--- src/rtl/subleq_pkg.sv ---
// Shared definitions for the SUBLEQ core: RAM operation encodings, FSM states, word geometry.
// The HALT state exists only when SUBLEQ_HALT_EN is defined.
package subleq_pkg;

    localparam int unsigned WORD_BYTES = 8;
    localparam logic [63:0] PC_STEP_B  = 64'(WORD_BYTES);
    localparam logic [63:0] PC_STEP_C  = 64'(2 * WORD_BYTES);
    localparam logic [63:0] PC_STEP_IN = 64'(3 * WORD_BYTES);

    typedef enum logic [1:0] {
        OP_IDLE  = 2'b00,
        OP_READ  = 2'b01,
        OP_WRITE = 2'b10
    } mem_op_e;

    typedef enum logic [2:0] {
        S_FA = 3'd0,
        S_FB = 3'd1,
        S_FC = 3'd2,
        S_LA = 3'd3,
        S_LB = 3'd4,
`ifdef SUBLEQ_HALT_EN
        S_EX = 3'd5,
        S_HALT = 3'd6
`else
        S_EX = 3'd5
`endif
    } state_e;

endpackage

--- src/rtl/subleq_core.sv ---
// 64-bit SUBLEQ core: six-cycle fetch/load/execute FSM mastering a single-port word RAM.
// Define SUBLEQ_HALT_EN to stop the core on a taken branch to HALT_ADDR.
module subleq_core
    import subleq_pkg::*;
#(
    parameter logic [63:0] RESET_PC = 64'h0
`ifdef SUBLEQ_HALT_EN
    ,
    parameter logic [63:0] HALT_ADDR = {64{1'b1}}
`endif
) (
    input  logic        clk,
    input  logic        reset,
    input  logic [63:0] mem_data,
    output logic [63:0] mem_addr,
    output logic [63:0] mem_write_bytes,
    output logic [1:0]  mem_op
);

    state_e      state_q, state_d;
    logic [63:0] pc_q, pc_d;
    logic [63:0] a_q, a_d;
    logic [63:0] b_q, b_d;
    logic [63:0] c_q, c_d;
    logic [63:0] va_q, va_d;
    mem_op_e     op;

    logic [63:0] diff;
    logic        taken;

    // Wrapped difference; the branch tests the wrapped value, overflow is ignored.
    assign diff  = mem_data - va_q;
    assign taken = (diff == 64'h0) || diff[63];

    // NOTE: sequential state uses non-blocking assignments only, so every
    // register samples the values from before this edge.
    always_ff @(posedge clk) begin
        if (reset) begin
            state_q <= S_FA;
            pc_q    <= RESET_PC;
            a_q     <= '0;
            b_q     <= '0;
            c_q     <= '0;
            va_q    <= '0;
        end else begin
            state_q <= state_d;
            pc_q    <= pc_d;
            a_q     <= a_d;
            b_q     <= b_d;
            c_q     <= c_d;
            va_q    <= va_d;
        end
    end

    // NOTE: every output of this block gets a default first so no path leaves
    // a variable unassigned and no latch is inferred.
    always_comb begin
        state_d         = state_q;
        pc_d            = pc_q;
        a_d             = a_q;
        b_d             = b_q;
        c_d             = c_q;
        va_d            = va_q;
        op              = OP_IDLE;
        mem_addr        = '0;
        mem_write_bytes = '0;

        unique case (state_q)
            S_FA: begin
                op       = OP_READ;
                mem_addr = pc_q;
                state_d  = S_FB;
            end
            S_FB: begin
                a_d      = mem_data;
                op       = OP_READ;
                mem_addr = pc_q + PC_STEP_B;
                state_d  = S_FC;
            end
            S_FC: begin
                b_d      = mem_data;
                op       = OP_READ;
                mem_addr = pc_q + PC_STEP_C;
                state_d  = S_LA;
            end
            S_LA: begin
                c_d      = mem_data;
                op       = OP_READ;
                mem_addr = a_q;
                state_d  = S_LB;
            end
            S_LB: begin
                va_d     = mem_data;
                op       = OP_READ;
                mem_addr = b_q;
                state_d  = S_EX;
            end
            S_EX: begin
                op              = OP_WRITE;
                mem_addr        = b_q;
                mem_write_bytes = diff;
                pc_d            = taken ? c_q : pc_q + PC_STEP_IN;
                state_d         = S_FA;
`ifdef SUBLEQ_HALT_EN
                if (taken && (c_q == HALT_ADDR)) begin
                    state_d = S_HALT;
                end
`endif
            end
`ifdef SUBLEQ_HALT_EN
            S_HALT: begin
                state_d = S_HALT;
            end
`endif
            default: begin
                state_d = S_FA;
            end
        endcase

        // Reset overrides the bus so the RAM never sees a stray request.
        if (reset) begin
            op              = OP_IDLE;
            mem_addr        = '0;
            mem_write_bytes = '0;
        end
    end

    assign mem_op = op;

endmodule

--- config.mk ---
export PLATFORM = sky130hd
export DESIGN_NAME = subleq_core
export DESIGN_NICKNAME = d
export VERILOG_FILES = /design/src/rtl/subleq_pkg.sv /design/src/rtl/subleq_core.sv
export SDC_FILE = /design/constraint.sdc
export NUM_CORES = 1
export LEC_CHECK = 0
export CORE_ASPECT_RATIO = 0.7
export CORE_UTILIZATION = 45
export CTS_BUF_LIST = sky130_fd_sc_hd__clkbuf_16
export DETAILED_ROUTE_END_ITERATION = 7
export GPL_TIMING_DRIVEN = 1
export SLEW_MARGIN = 20
export SYNTH_ARGS = -nofsm -noshare
export SYNTH_HDL_FRONTEND = slang
export SYNTH_SLANG_ARGS = --single-unit
--- constraint.sdc ---
create_clock -name clk -period 5.4 [get_ports clk]
set_clock_uncertainty 0.15 [all_clocks]
set_input_delay 0.81 -clock clk [delete_from_list [all_inputs] [get_ports clk]]
set_output_delay 0.81 -clock clk [all_outputs]
set_load 0.01 [all_outputs]
==> metrics.cfg <==
[placement]
place_inst = 4108
finalWeightedCongestion = 0.9984
dp_hpwl_microns = 79870
dpl_cell_area_sq_um = 26160
port_buffers = 195

[clock_tree]
cts_root_buffer = clkbuf_16
cts_tree = built
clock_sinks = 323
clk_pin_slew_ps = 70
cts-buffers-inserted = 31
htree_levels = 1
clock_latency_ps = 590
cts_buffer_depth = 3

[critical_path]
path_max_fanout = 7
crit_path_top_delay_cell = a222oi_1
worstPathCellList = ha_1 > and3_1 > nand3_1 > nor3_1 > o22ai_1 > nor2_1 > buf_4 > nand3_1 > a222oi_1 > nor2_1 > clkdlybuf4s50_1
path_buf_inv = 2
reg2reg_depth = 20
cp.depth = 11
slowest_delay_ps = 590
critPathLaunchType = flop
path_class = reg2out
worst_path_dominant_cell_family = simple AND/OR/NAND/NOR gates
cp.arrival_ps = 4450
worstPathRequired_ps = 4440
worstSetupEndpointType = output port

[logic_synthesis]
synth_area_sq_um = 21250
yosysSeqAreaShare_pct = 30.42
synthArstFlopShare_pct = 0
synth_seq_cells = 323
syn_nets = 3259
synthCells = 3124
synthDominantCellAreaShare_pct = 30.42
synth_area_leaders = dfxtp_1 (30%), nand2_1 (12%), a21oi_1 (11%)
avgSynthCellArea_sq_um = 6.804
yosysTopAreaCell = dfxtp_1
yosysWarnings = 0
yosysMostFrequentCell = nand2_1
synthTopCellsByCount = nand2_1 (706), a21oi_1 (461), dfxtp_1 (323)
ys_types = 89
synth_edf_count = 0
synthFlopType = dfxtp_1

[floorplan]
io_pins = 196
die_area_sq_um = 48120
fp.dieW_microns = 261.8
initial_core_util_pct = 45.72
fp-row-count = 66
core_sq_um = 46490
die_h_microns = 183.8

[timing]
slew_headroom_pct = 25.72
period_share_pct = 100.1
fmax_ghz = 0.1849
rsz0062_at_grt = yes
worst_slack_ps = -7.790
fin_crit_ps = 5408
worst_pin_slew_ps = 1114
finalSetupViolCount = 1
drv_slew = 0
hold_viol = 0

[global_route]
gr-total-overflow = 0
grt_pass1_wl_microns = 151900
grt_pass1_vias = 24320
grt_max_degree = 106
antenna_found_initial = 4
track_usage_pct = 41.85

[final_layout]
final_cell_area_sq_um = 27530
fillers = 4300
final_nets = 3678
multi_input_area_sq_um = 13700
instances_no_fill = 4179
syn2layout_area_growth_pct = 29.51
ff_latch_area_sq_um = 6469
drive_above_1_share_pct = 14.78
utilization_pct = 59.21

[detailed_routing]
dr.pass1.iters = 7
drtIter0Drc = 3561
drt-wirelength-per-cell_microns = 25.06
route.detailed.drc = 0
vias = 26640
route.antenna.remaining_nets = 0
wirelength_microns = 104700
via_per_inst = 6.374

[min_path]
holdPathStages = 2
hp-class = reg2reg

[job]
drv_cap = 0

[power_and_ir_drop]
ir_worst_vdd_uv = 308.5
power_density_nw_per_um2 = 262.1
leakagePower_nw = 9.948

[outcome]
violations = setup timing
status = finished, violations left

==> sequential cells by signal (all words and copies together), names as in the netlist <==
register	flops
va_q	64
pc_q	64
b_q	64
a_q	64
c_q	64
state_q	3
==> cells in the final DEF, fill, tap and decap left out, drive strengths merged, types with 14 or more instances in the layout <==
master,count
a21o,21
a21oi,461
a221oi,20
a22oi,38
a31oi,65
and2,17
and3,32
buf,399
clkbuf,33
clkdlybuf4s50,177
clkinv,14
dfxtp,323
ha,68
inv,135
mux2i,34
nand2,706
nand3,74
nand4,66
nor2,272
nor3,72
nor4,32
o211ai,14
o21ai,134
o22ai,44
or3,17
xnor2,35
xor2,28
==> metrics by stage <==
| stage | setup slack [ps] | total power, mW | TNS (ps) | hold WS [ps] |
|---|---|---|---|---|
| floorplan | 758.2 | 3.737 | 0 | 281.9 |
| global placement | -395.5 | 4.780 | -16590 | 290.9 |
| detailed placement | -427.4 | 4.818 | -20620 | 296.0 |
| CTS | -4.042 | 7.081 | -4.042 | 305.3 |
| global route | -38.48 | 7.414 | -134.0 | 321.9 |
| finish | -7.790 | 7.215 | -7.790 | 304.9 |
==> area by class of cell <==
type,count,share of cell area (%)
antenna,2,0.01818
clock buffer,31,2.818
clock inverter,24,0.9227
inverter,131,1.786
multi-input combinational,2462,49.76
sequential,323,23.50
tap,612,2.782
timing repair buffer,594,18.41
==> cell families (layout without fill, tap and decap cells) <==
kind of cell | count (synthesis) | count (layout) | synth area share [%]
buffers and inverters | 340 | 780 | 6.411
AND/OR/NAND/NOR | 1352 | 1353 | 27.94
AO/OA/AOI/OAI | 942 | 942 | 26.85
flip-flops | 323 | 323 | 30.42
adder cells (fa/ha/maj) | 70 | 70 | 4.144
multiplexers | 34 | 34 | 1.601
other | 0 | 2 | 0
XOR/XNOR | 63 | 63 | 2.631
==> final timing paths <==
kind / slack (ps) / to / from
setup / recovery: -8 / mem_addr[41] / pc_q[4]
hold / removal: 300 / va_q[27] / va_q[27]
setup reg to reg: 580 / pc_q[5] / va_q[0]
hold reg to reg: 300 / va_q[27] / va_q[27]
==> power breakdown <==
group / switching [mW] / internal [mW] / total (mW)
clock network: 1.02 / 1.29 / 2.30
registers: 0.0729 / 2.49 / 2.57
logic: 1.46 / 0.883 / 2.34
==> tightest hold or removal path: stages, from the launching register on <==
cell and delay [ps]:
dfxtp_1 310, nand2_1 50, a21oi_1 50
==> routing by layer <==
| metal | vias up | GRT usage (%) | part of all wire (%) |
|---|---|---|---|
| met5 | - | 0 | 0 |
| li1 | 11890 | - | - |
| met2 | 1784 | 60.70 | 41 |
| met1 | 12670 | 58.88 | 43 |
| met4 | 0 | 18.19 | 5.0 |
| met3 | 294 | 9.250 | 11 |
==> what timing repair did <==
| action | 4_1_cts | 5_1_grt |
|---|---|---|
| hold buffers | 0 | 0 |
| gates cloned | 0 | 1 |
| setup endpoints to repair | 15 | 83 |
| pin swaps | 6 | 13 |
| setup buffers | 3 | 11 |
| resized for setup | 13 | 46 |
(Power assumes the default switching activity.)
